File: src/rtl/loader_pkg.sv
// rtl/loader_pkg.sv - shared loader state encoding, halt word and default widths
package loader_pkg;
    localparam int DEF_ADDR_W = 9;
    localparam int DEF_DATA_W = 32;

    // Also used by the CPU's halt detection, so keep it here rather than in the loader.
    localparam logic [31:0] HALT_WORD = 32'hFFFF_FFFF;

    typedef enum logic [2:0] {
        IDLE,
        LOAD,
        CHECK,
        RUN,
        ERR
    } state_t;
endpackage

File: src/rtl/program_loader_if.sv
// rtl/program_loader_if.sv - instruction word stream in, instruction RAM write port out
interface program_loader_if
    import loader_pkg::*;
#(
    parameter int ADDR_W = DEF_ADDR_W,
    parameter int DATA_W = DEF_DATA_W
);
    logic              in_valid;
    logic              in_ready;
    logic [DATA_W-1:0] in_data;
    logic              mem_we;
    logic [ADDR_W-1:0] mem_addr;
    logic [DATA_W-1:0] mem_wdata;

    modport master (
        output in_valid, in_data,
        input  in_ready, mem_we, mem_addr, mem_wdata
    );

    modport slave (
        input  in_valid, in_data,
        output in_ready, mem_we, mem_addr, mem_wdata
    );
endinterface

File: src/rtl/loader_checksum.sv
// rtl/loader_checksum.sv - wrapping sum of loaded words with clear/add and compare
module loader_checksum
    import loader_pkg::*;
#(
    parameter int DATA_W = DEF_DATA_W
) (
    input  logic              CLOCK,
    input  logic              RESET,
    input  logic              clear,
    input  logic              add,
    input  logic [DATA_W-1:0] data,
    output logic              match
);
    logic [DATA_W-1:0] sum;

    always_ff @(posedge CLOCK or posedge RESET) begin
        if (RESET) begin
            sum <= '0;
        end else if (clear) begin
            sum <= '0;
        end else if (add) begin
            sum <= sum + data;
        end
    end

    assign match = (sum == data);
endmodule

File: src/rtl/program_loader.sv
// rtl/program_loader.sv - boot loader writing a word stream into instruction RAM; LOADER_CHECKSUM_EN adds a trailing checksum check
module program_loader
    import loader_pkg::*;
#(
    parameter int ADDR_W = DEF_ADDR_W,
    parameter int DATA_W = DEF_DATA_W
) (
    input  logic                   CLOCK,
    input  logic                   RESET,
    input  logic                   start,
    program_loader_if.slave        bus,
    output logic                   cpu_run,
    output logic                   done,
    output logic                   error
);
    localparam logic [ADDR_W-1:0] PTR_MAX = '1;

    state_t            state;
    state_t            state_nx;
    logic [ADDR_W-1:0] ptr;
    logic              armed;
    logic              start_ok;
    logic              xfer;
    logic              is_halt;

    // armed stays low for the first edge after reset release so a start held
    // across the release is not taken.
    assign start_ok = start && armed && (state == IDLE);
    assign xfer     = bus.in_valid && bus.in_ready;
    assign is_halt  = (bus.in_data == DATA_W'(HALT_WORD));

    assign bus.in_ready = (state == LOAD) || (state == CHECK);
    assign cpu_run      = (state == RUN);
    assign done         = (state == RUN);
    assign error        = (state == ERR);

`ifdef LOADER_CHECKSUM_EN
    logic sum_match;

    loader_checksum #(.DATA_W(DATA_W)) u_checksum (
        .CLOCK (CLOCK),
        .RESET (RESET),
        .clear (start_ok),
        .add   (xfer && (state == LOAD)),
        .data  (bus.in_data),
        .match (sum_match)
    );
`endif

    always_ff @(posedge CLOCK or posedge RESET) begin
        if (RESET) begin
            state <= IDLE;
            armed <= 1'b0;
        end else begin
            state <= state_nx;
            armed <= 1'b1;
        end
    end

    always_comb begin
        state_nx = state;
        case (state)
            IDLE: begin
                if (start_ok) state_nx = LOAD;
            end
            LOAD: begin
                if (bus.in_valid) begin
                    if (is_halt) begin
`ifdef LOADER_CHECKSUM_EN
                        state_nx = CHECK;
`else
                        state_nx = RUN;
`endif
                    end else if (ptr == PTR_MAX) begin
                        state_nx = ERR;
                    end
                end
            end
`ifdef LOADER_CHECKSUM_EN
            CHECK: begin
                if (bus.in_valid) state_nx = sum_match ? RUN : ERR;
            end
`endif
            default: ;
        endcase
    end

    // RAM write port is registered; the pointer saturates instead of wrapping.
    always_ff @(posedge CLOCK or posedge RESET) begin
        if (RESET) begin
            ptr           <= '0;
            bus.mem_we    <= 1'b0;
            bus.mem_addr  <= '0;
            bus.mem_wdata <= '0;
        end else begin
            bus.mem_we <= 1'b0;
            if (start_ok) begin
                ptr <= '0;
            end else if (xfer && (state == LOAD)) begin
                bus.mem_we    <= 1'b1;
                bus.mem_addr  <= ptr;
                bus.mem_wdata <= bus.in_data;
                if (ptr != PTR_MAX) ptr <= ptr + 1'b1;
            end
        end
    end
endmodule
File: src/flat_wrapper.sv
// flat-port wrapper written by rule: the top's interface ports become plain ports
module program_loader_flat import loader_pkg::*;
#(
    parameter int ADDR_W = DEF_ADDR_W,
    parameter int DATA_W = DEF_DATA_W
)
  (CLOCK, RESET, start, cpu_run, done, error, bus_in_valid, bus_in_data, bus_in_ready, bus_mem_we, bus_mem_addr, bus_mem_wdata);
  program_loader_if #(.ADDR_W(ADDR_W), .DATA_W(DATA_W)) bus_i ();
  input  logic CLOCK;
  input  logic RESET;
  input  logic start;
  output logic cpu_run;
  output logic done;
  output logic error;
  input wire logic [$bits(bus_i.in_valid)-1:0] bus_in_valid;
  input wire logic [$bits(bus_i.in_data)-1:0] bus_in_data;
  output wire logic [$bits(bus_i.in_ready)-1:0] bus_in_ready;
  output wire logic [$bits(bus_i.mem_we)-1:0] bus_mem_we;
  output wire logic [$bits(bus_i.mem_addr)-1:0] bus_mem_addr;
  output wire logic [$bits(bus_i.mem_wdata)-1:0] bus_mem_wdata;
  assign bus_i.in_valid = bus_in_valid;
  assign bus_i.in_data = bus_in_data;
  assign bus_in_ready = bus_i.in_ready;
  assign bus_mem_we = bus_i.mem_we;
  assign bus_mem_addr = bus_i.mem_addr;
  assign bus_mem_wdata = bus_i.mem_wdata;
  program_loader #(.ADDR_W(ADDR_W), .DATA_W(DATA_W)) u_core (.CLOCK(CLOCK), .RESET(RESET), .start(start), .bus(bus_i), .cpu_run(cpu_run), .done(done), .error(error));
endmodule
File: config.mk
export PLATFORM = sky130hd
export DESIGN_NAME = program_loader_flat
export DESIGN_NICKNAME = d
export VERILOG_FILES = /design/src/rtl/loader_pkg.sv /design/src/rtl/program_loader_if.sv /design/src/rtl/loader_checksum.sv /design/src/rtl/program_loader.sv /design/src/flat_wrapper.sv
export SDC_FILE = /design/constraint.sdc
export NUM_CORES = 1
export LEC_CHECK = 0
export ABC_AREA = 0
export BUFFER_PORTS_ARGS = -buffer_cell sky130_fd_sc_hd__clkbuf_2
export CAP_MARGIN = 20
export CORE_MARGIN = 4
export CORE_UTILIZATION = 49
export CTS_BUF_LIST = sky130_fd_sc_hd__clkbuf_4 sky130_fd_sc_hd__clkbuf_8 sky130_fd_sc_hd__clkbuf_16
export CTS_CLUSTER_DIAMETER = 150
export DETAILED_ROUTE_END_ITERATION = 8
export GPL_TIMING_DRIVEN = 1
export PLACE_DENSITY = 0.86
export SLEW_MARGIN = 15
export SYNTH_ARGS = -nofsm -noshare
export SYNTH_HDL_FRONTEND = slang
export SYNTH_SLANG_ARGS = --single-unit
export TNS_END_PERCENT = 1
File: constraint.sdc
create_clock -name CLOCK -period 2.64 [get_ports CLOCK]
set_input_delay 0.264 -clock CLOCK [delete_from_list [all_inputs] [get_ports CLOCK]]
set_output_delay 0.264 -clock CLOCK [all_outputs]
set_load 0.01 [all_outputs]
## After elaboration in Yosys (flattened, before gate mapping)

Cells that the tools add are included.

- Add/subtract/negate cells: 1
- Eq/ne operators: 10
- Reduce and logical (&&, ||, !) cells: 12
- Mux-type cells: 10
- Bitwise logic cells: 1

Operator list:

| cell | number |
|---|---|
| == test 32 bit, second input constant | 1 |
| 2-to-1 mux 9 bit | 3 |
| 2-to-1 mux 3 bit | 4 |
| adder 9 x 1 -> 9 bit, second input constant | 1 |
| == test 9 bit, second input constant | 1 |
| inequality test 9 bit, second input constant | 1 |
| == test 3 x 2 -> 1 bit, second input constant | 2 |
| case mux 3 bit (2 select lines) | 1 |
| nonzero test 2 bit | 3 |
| logical AND 1 bit | 4 |
| AND reduction 2 bit | 2 |
| AND reduction 4 bit | 1 |
| == test 3 x 1 -> 1 bit, second input constant | 1 |
| == test 3 bit, second input constant | 1 |
| zero test 3 bit | 1 |
| inequality test 3 x 1 -> 1 bit, second input constant | 1 |
| 2-to-1 mux 1 bit | 2 |
| inequality test 2 x 1 -> 1 bit, second input constant | 1 |
| inequality test 2 bit, second input constant | 1 |
| logical OR 1 bit | 1 |
| inverter 1 bit | 1 |

- Output and inout port bits: 46
- Bits in registers: 55
- Word-level logic and storage cells: 40
- Bits of input ports: 36

## Longest topological paths before layout

Gate-level depths: netlist (run 1).

- Depth in word-level cells: 6
- Depth in mapped cells: 9

## Worst setup path after synthesis (run 1)

OpenSTA, ideal clock, no wires.

- Kind: flip-flop to flip-flop
- Start point: register u_core.ptr[0]
- End point: register u_core.ptr[7]
- Setup slack: 698 ps
- Stages on the path, launching flop included: 9
- Data arrival time: 1864 ps
- Path buffers: 1
- Cells stage by stage: dfrtp_1 > ha_1 > nand2_1 > nor2_1 > ha_1 > buf_2 > or3_1 > or3_1 > a21oi_1

- Word-level cells in the longest chain between the ends: 4
- Elaborated cells between the ends (all ways): 7
- Those cells by class: add/sub: 1; eq/ne: 1; mux: 3; reduce/logical: 2

RTL lines:

| what | line | text |
|---|---|---|
| from (decl) | program_loader.sv:20 | `logic [ADDR_W-1:0] ptr;` |
| from (signal assigned) | program_loader.sv:103 | `if (ptr != PTR_MAX) ptr <= ptr + 1'b1;` |
| adder 9 x 1 -> 9 bit | program_loader.sv:103 |  |
| 2-to-1 mux 9 bit | program_loader.sv:103 |  |
| 2-to-1 mux 9 bit | program_loader.sv:99 | `end else if (xfer && (state == LOAD)) begin` |
| 2-to-1 mux 9 bit | program_loader.sv:97 | `if (start_ok) begin` |

Several ways; a longest one is shown, not always the timed one. The select of a mux whose other input is x is not followed.
A chain may end at the register's enable or synchronous reset.

## Worst setup path in the final report (run 1)

Same ends and word-level chain as after synthesis.

==> impl_metrics.toml, run 1 <==
[outcome]
status = "complete, no violations"

[yosys]
synth_area_leaders = "dfrtp_1 (61%), nand2_1 (21%), nand4_1 (2.5%), xnor2_1 (2.3%), nor2_1 (2.0%)"
yosysSeqAreaShare_pct = 60.5
async_reset_ff_share_pct = 100
yosysTopAreaCell = "dfrtp_1"
syn_area_per_cell_sq_um = 8.96
yosysMostFrequentCell = "nand2_1"
ys_seq_elements = 55
netlist_instances = 254
synth_top_cell_area_share_pct = 60.5
synth_nets = 292
synth_flop_cell = "dfrtp_1"
netlist_top_cells_count = "nand2_1 (127), dfrtp_1 (55), nor2_1 (12)"
ys_types = 27
synth.cell_area_sq_mm = 0.00227
synth_enable_flop_cells = 0
ys.warnings.count = 0

[floorplanning]
initial_core_util_pct = 51.5
die-height_um = 76.1
ios = 82
dieWidth_um = 76.1
dieArea_sq_mm = 0.00580
rows = 24
design.core.area_sq_mm = 0.00441

[route]
post_drt_wl_per_cell_um = 13.3
route.detailed.drc = 0
antenna_left = 0
drt_iter0_markers = 122
totalWireLength_mm = 5.15
firstDrtPassIters = 4
vias = 1944
vias_per_cell = 5.01

[power]
comb_power_share_pct = 25.7
switching_share_pct = 33.0
clockPowerShare_pct = 20.5
pwr-share-seq_pct = 53.8
p_sw_mw = 0.692
leakage_nw = 1.57
p_int_mw = 1.41
power-per-cell-area_mw_per_mm2 = 741
peakVddDrop_mv = 0.398

[worst_setup_path]
cp-start-kind = "register"
required_ps = 2870
critical_path_class = "register to register"
setup.worst_path.end_class = "register"
worstPathMaxFanout = 9
crit_arrival_ps = 2280

[placed_design]
post-dp-hpwl_mm = 3.95
io_buffers = 81
place.gp.congestion = 0.787

[timing]
finalSetupViolCount = 0
max_slew_margin_pct = 40.9
tightest_slew_ps = 879
fin_crit_sh_pct = 77.9
skew_ps = 9.49
fmax_mhz = 486
drv_slew = 0
period_needed_ps = 2060
rsz0062_at_grt = "no"
tns_ps = 0
whs_ps = 162
hold_viol = 0

[finish]
nets = 375
nFillCells = 393
drive_gt1_share_pct = 29.5
area_growth_pct = 24.4
multi_input_area_sq_um = 837
n_antenna_cell = 0
seqCellArea_sq_mm = 0.00138

[job]
maxCapViolCount = 0

[global_route]
grt_overflow = 0
grt_max_degree = 27
grt_pass1_vias = 1929
grt.total_usage_pct = 18.0
grt_pass1_wl_mm = 8.66
grt_antenna_before_repair = 0

[clock_network]
insertion_delay_ps = 300
cts_tree = "done"
cts_root_buf = "clkbuf_8"
cts.sinks = 55
clkSlewWorstSetupHoldPaths_ps = 90
cts_buffers = 5
htreeDepth = 2
clk_path_buf_depth = 2

[min_path]
hold_class = "primary input to register"
cell type report:
type / instances / area share [%]
clock buffer: 5 / 2.43
clock inverter: 1 / 0.265
inverter: 4 / 0.531
multi-input combinational: 183 / 29.6
sequential: 55 / 48.6
tap: 52 / 2.30
timing repair buffer: 88 / 16.3
layer usage:
metal / track usage (%) / wire length [um] / vias to the layer above
met2: 31.5 / 2650 / 60
met3: 4.26 / 324 / 9
met5: 0 / 0 / -
met4: 5.77 / 77 / 0
met1: 21.7 / 2100 / 904
li1: - / - / 971
path summary, 6_finish.rpt:
path | startpoint | end | slack, ps | cells past startpoint
min reg2reg | u_core.bus.mem_addr[2]$_DFFE_PP0P_ | u_core.bus.mem_addr[2]$_DFFE_PP0P_ | 480 | 2
max in group asynchronous | RESET | u_core.ptr[2]$_DFFE_PP0P_ | 1590 | 4
max reg2reg | u_core.ptr[0]$_DFFE_PP0P_ | u_core.ptr[7]$_DFFE_PP0P_ | 580 | 7
min in group asynchronous | RESET | u_core.bus.mem_wdata[8]$_DFFE_PP0P_ | 460 | 3
max | u_core.ptr[0]$_DFFE_PP0P_ | u_core.ptr[7]$_DFFE_PP0P_ | 580 | 7
min | bus_in_data[6] | u_core.bus.mem_wdata[6]$_DFFE_PP0P_ | 160 | 3
logic make-up after synthesis:
logic type	Yosys count	share of synthesized area [%]
and+or+nand+nor	164	30.4
DFF	55	60.5
buffers and inverters	16	2.91
AOI/OAI and AO/OA	9	2.26
xor gates and xnor gates	7	2.70
adders and majority gates	2	1.10
other	1	0.165
cell usage in the layout, fill, tap and decap left out, types with 4 or more instances in the layout:
cell type  count
buf_4          6
clkbuf_2      81
clkbuf_8       5
dfrtp_1       55
nand2_1      127
nand4_1        9
nor2_1        12
o21ai_0        4
xnor2_1        6
registers in the layout (all words and copies together), names as in the netlist:
signal	flops
u_core.state	3
u_core.armed	1
u_core.ptr	9
u_core.bus.mem_addr	9
u_core.bus.mem_we	1
u_core.bus.mem_wdata	32
power groups by stage:
stage | Clock (mW) | Sequential, mW | Combinational [mW]
after floorplan | 0 | 1.19 | 0.247
after global placement | 0 | 1.13 | 0.529
after detailed placement | 0 | 1.14 | 0.547
after CTS | 0.444 | 1.13 | 0.548
after global routing | 0.469 | 1.16 | 0.608
final | 0.430 | 1.13 | 0.540
what timing repair did:
action                                 in CTS  in global routing
gates resized for setup                     0                  0
endpoints found under the hold margin      16                  0
hold buffers                                1                  0
buffers inserted                            0                  0
worst max-delay path: stages (launching register included):
cell and delay, ps:
dfrtp_1 430, ha_1 260, nand2_1 90, nor2_1 40
ha_1 270, or3_1 400, or3_1 350, a21oi_1 140
through the flow:
step	std cells	total power [mW]	setup slack, ps	utilization (%)	cell area [sq um]
3_5_place_dp	381	1.69	626	62.2	2740
6_report	388	2.10	584	64.1	2830
3_3_place_gp	381	1.66	680	62.2	2740
4_1_cts	388	2.12	594	64.1	2830
2_1_floorplan	254	1.44	698	-	2270
5_1_grt	388	2.23	480	64.1	2830
No activity file was read; power rests on OpenSTA's default activity.
==> run 2: changes to the inputs <==
- clock period: 2.64 -> 2.2 ns (I/O delays scaled with it)
==> impl_metrics.toml, run 2 (synthesis results as in run 1) <==
[placed_design]
io_buffers = 81
place_ws_ps = 159
dp_cells = 382
placed_area_sq_mm = 0.00276
place.gp.congestion = 0.801
post-dp-hpwl_mm = 3.92

[route]
vias = 1979
post_drt_wl_per_cell_um = 13.7
antenna_left = 0
route.detailed.drc = 0
drt_iter0_markers = 158
met1Wirelength_mm = 2.22
top_layer_used = "met4"
vias_per_cell = 5.06
met3_length_um = 341
firstDrtPassIters = 4
totalWireLength_mm = 5.36
wl_met2_mm = 2.74

[outcome]
status = "complete, no violations"

[floorplanning]
dieArea_sq_mm = 0.00580
die-height_um = 76.1
rows = 24
dieWidth_um = 76.1
design.core.area_sq_mm = 0.00441
ios = 82
initial_core_util_pct = 51.5

[clock_network]
ctsResizeCount = 0
cts_tree = "done"
cts_root_buf = "clkbuf_8"
cts.sinks = 55
clk_path_buf_depth = 2
cts_buffers = 5
clkSlewWorstSetupHoldPaths_ps = 100
htreeDepth = 2
insertion_delay_ps = 310

[timing]
hold_viol = 0
drv_slew = 0
rsz0062_at_grt = "no"
setup_slack_ps = 130
fmax_mhz = 483
tns_ps = 0
whs_ps = 111
finalSetupViolCount = 0
skew_ps = 5.58
fin_crit_sh_pct = 94.1
period_needed_ps = 2070

[finish]
mostFrequentLayoutCell = "nand2_1"
n_antenna_cell = 0
reg_top3 = "u_core.bus.mem_wdata x32, u_core.bus.mem_addr x9, u_core.ptr x9"
final_util_pct = 65.5
nets = 376
stdcell_area_sq_mm = 0.00289
drive_gt1_share_pct = 30.1
layout_common_cells = "nand2_1 (127), clkbuf_2 (81), dfrtp_1 (55), nor2_1 (12), nand4_1 (9)"
regMostFlops = "u_core.bus.mem_wdata"
area_growth_pct = 27.1
final_cells = 391
largest_reg_flops = 32

[power]
switching_share_pct = 31.8
power-per-cell-area_mw_per_mm2 = 938
p_int_mw = 1.85
power.total_mw = 2.71
p_sw_mw = 0.863
pwr-share-seq_pct = 50.2
clockPowerShare_pct = 25.7
peakVddDrop_mv = 0.539
leakage_nw = 1.60
comb_power_share_pct = 24.2

[global_route]
grt.total_usage_pct = 19.5
grt_antenna_before_repair = 0
grt_max_degree = 37
grt_pass1_wl_mm = 9.38
grt_pass1_vias = 2031
grt_overflow = 0

[worst_setup_path]
critical_path_class = "register to register"
worstPathMaxFanout = 9
critical_path.startpoint = "u_core.ptr[0]$_DFFE_PP0P_"
setup.worst_path.end_class = "register"
cp-start-kind = "register"
reg2reg_depth = 7
required_ps = 2450
r2r_start = "u_core.ptr[0]$_DFFE_PP0P_"
crit_arrival_ps = 2320

[min_path]
holdCritStartpoint = "bus_in_data[16]"
min_path_cells = 3
hold_class = "primary input to register"

[job]
maxCapViolCount = 0
==> run 2: cell types whose count changed in the layout (fill, tap and decap cells not counted) <==
cell	change
clkinv_2	+1
clkinvlp_4	-1
buf_12	+1
bufinv_16	+1
clkbuf_8	+1
==> run 2: area by class of cell <==
cell class	instances	area [sq um]
sequential	55	1380
clock inverter	2	35.0
clock buffer	6	82.6
timing repair buffer	89	480
fill	368	1520
inverter	4	15.0
tap	52	65.1
multi-input combinational	183	837
==> run 2: timing repair <==
item,in CTS,in global routing
hold buffers,1,0
hold endpoints to repair,19,0
setup buffers,0,0
setup endpoints to repair,0,0
==> run 2: final timing paths <==
kind,to,slack [ps]
worst min register to register,u_core.bus.mem_addr[8]$_DFFE_PP0P_,480
worst max-delay path,u_core.ptr[7]$_DFFE_PP0P_,130
worst min-delay path,u_core.bus.mem_wdata[16]$_DFFE_PP0P_,110
min in group asynchronous,u_core.bus.mem_wdata[14]$_DFFE_PP0P_,450
max in group asynchronous,u_core.bus.mem_wdata[23]$_DFFE_PP0P_,1220
worst max register to register,u_core.ptr[7]$_DFFE_PP0P_,130
==> run 2: power by group through the flow <==
stage | Clock (mW) | Sequential (mW) | Combinational (mW)
global placement | 0 | 1.36 | 0.642
finish | 0.696 | 1.36 | 0.656
floorplan | 0 | 1.43 | 0.296
CTS | 0.705 | 1.36 | 0.667
global route | 0.751 | 1.39 | 0.743
detailed placement | 0 | 1.37 | 0.663
==> run 2: metal layers <==
metal  track usage (%)  up-vias
met5                 0        -
met3              6.03        7
li1                  -      972
met1              23.4      928
met4              6.29        0
met2              33.4       72
==> run 2: critical path, cell delays in order, from the launching register on <==
cell and delay, ps:
dfrtp_1 440, ha_1 260, nand2_1 90, nor2_1 50
ha_1 270, or3_1 410, or3_1 350, a21oi_1 140
==> run 3: changes to the inputs <==
- CORE_UTILIZATION: 49 -> 51
- CTS_BUF_LIST: sky130_fd_sc_hd__clkbuf_4 sky130_fd_sc_hd__clkbuf_8 sky130_fd_sc_hd__clkbuf_16 -> sky130_fd_sc_hd__clkbuf_8
- PLACE_DENSITY: 0.86 -> 0.89
- SETUP_SLACK_MARGIN: unset -> 0.5
==> impl_metrics.toml, run 3 (synthesis results as in run 1) <==
[floorplanning]
initial_core_util_pct = 52.6
design.core.area_sq_mm = 0.00432
ios = 82
dieWidth_um = 74.8
die-height_um = 74.8
rows = 24
dieArea_sq_mm = 0.00559

[route]
firstDrtPassIters = 4
route.detailed.drc = 0
totalWireLength_mm = 5.73
drt_iter0_markers = 162
antenna_left = 0
vias_per_cell = 5.13
post_drt_wl_per_cell_um = 14.0
vias = 2092

[timing]
tightest_slew_ps = 621
finalSetupViolCount = 0
skew_ps = 4.40
period_needed_ps = 1780
fmax_mhz = 563
fin_crit_sh_pct = 80.8
whs_ps = 123
hold_viol = 0
tns_ps = 0
rsz0062_at_grt = "yes"
max_slew_margin_pct = 58.2
drv_slew = 0

[global_route]
grt_antenna_before_repair = 0
grt.total_usage_pct = 21.5
grt_overflow = 0
grt_pass1_vias = 2053
grt_pass1_wl_mm = 9.22
grt_max_degree = 32

[finish]
regMostFlops = "u_core.bus.mem_wdata"
nFillCells = 333
area_growth_pct = 33.2
nets = 393
layout_common_cells = "nand2_1 (126), clkbuf_2 (81), dfrtp_1 (55), buf_4 (22), nor2_1 (11)"
final_util_pct = 70.1
multi_input_area_sq_um = 901
reg_top3 = "u_core.bus.mem_wdata x32, u_core.bus.mem_addr x9, u_core.ptr x9"
seqCellArea_sq_mm = 0.00138
mostFrequentLayoutCell = "nand2_1"
n_antenna_cell = 0
largest_reg_flops = 32
drive_gt1_share_pct = 34.6

[power]
comb_power_share_pct = 30.0
clockPowerShare_pct = 19.5
power-per-cell-area_mw_per_mm2 = 872
p_sw_mw = 0.873
pwr-share-seq_pct = 50.5
p_int_mw = 1.77
switching_share_pct = 33.0
leakage_nw = 1.67
peakVddDrop_mv = 0.690
power.total_mw = 2.64

[clock_network]
cts_buffers = 5
insertion_delay_ps = 300
clk_path_buf_depth = 2
htreeDepth = 2
cts_tree = "done"
cts_root_buf = "clkbuf_8"
clkSlewWorstSetupHoldPaths_ps = 90
cts.sinks = 55

[worst_setup_path]
worstPathMaxFanout = 6
required_ps = 2430
setup.worst_path.end_class = "register"
critical_path_class = "register to register"
cp-start-kind = "register"
crit_arrival_ps = 2010

[outcome]
status = "complete, no violations"

[job]
maxCapViolCount = 0

[min_path]
hold_class = "primary input to register"

[placed_design]
place.gp.congestion = 0.843
post-dp-hpwl_mm = 3.88
io_buffers = 81
run 3: repair_timing:
| item | 4_1_cts | 5_1_grt |
|---|---|---|
| hold buffers | 1 | 0 |
| gates cloned | 0 | 1 |
| pin swaps | 4 | 2 |
| buffers inserted | 10 | 6 |
| gates resized for setup | 9 | 2 |
| endpoints found under the hold margin | 20 | 0 |
| endpoints found under the setup margin | 51 | 48 |
run 3: critical path, cell delays in order (launching register included):
cell	delay, ps
dfrtp_1	400
nand4_1	120
or2_4	160
nor2_4	40
ha_4	170
or3_1	340
or3_1	350
a21oi_2	120
run 3: layer usage:
metal  part of all wire (%)  vias up  wire length (um)  track usage, %
met5                      0        -                 0               0
met4                    1.3        0                73            7.91
met3                    6.2        8               354            3.74
met2                     52       79              2950            36.6
met1                     41      995              2350            27.7
li1                       -     1010                 -               -
run 3: metrics by stage:
stage / area [sq um] / instances / setup WS, ps
global placement: 2760 / 382 / 400
finish: 3030 / 408 / 423
detailed placement: 2760 / 382 / 345
CTS: 2960 / 401 / 488
floorplan: 2290 / 254 / 460
global route: 3030 / 408 / 366
run 3: layout make-up:
type	instances	area share [%]
multi-input cells	184	29.7
well taps	52	2.15
flip-flops and latches	55	45.4
clock inverters	3	0.413
inverters	4	0.495
clock buffers	5	2.27
repair buffers	105	19.5
run 3: path summary, 6_finish.rpt:
| path | startpoint | end | slack, ps | depth (start not counted) |
|---|---|---|---|---|
| hold reg to reg | u_core.bus.mem_wdata[1]$_DFFE_PP0P_ | u_core.bus.mem_wdata[1]$_DFFE_PP0P_ | 480 | 2 |
| setup reg to reg | u_core.ptr[5]$_DFFE_PP0P_ | u_core.ptr[7]$_DFFE_PP0P_ | 420 | 7 |
| max in group asynchronous | RESET | u_core.bus.mem_wdata[24]$_DFFE_PP0P_ | 1020 | 4 |
| min in group asynchronous | RESET | u_core.bus.mem_wdata[4]$_DFFE_PP0P_ | 530 | 3 |
| setup / recovery | u_core.ptr[5]$_DFFE_PP0P_ | u_core.ptr[7]$_DFFE_PP0P_ | 420 | 7 |
| hold / removal | bus_in_data[10] | u_core.bus.mem_wdata[10]$_DFFE_PP0P_ | 120 | 3 |
run 3: power by group through the flow:
| stage | clock network [mW] | logic (mW) | registers (mW) |
|---|---|---|---|
| finish | 0.515 | 0.794 | 1.33 |
| global route | 0.557 | 0.881 | 1.36 |
| CTS | 0.526 | 0.766 | 1.33 |
| detailed placement | 0 | 0.658 | 1.37 |
| global placement | 0 | 0.639 | 1.37 |
| floorplan | 0 | 0.298 | 1.43 |
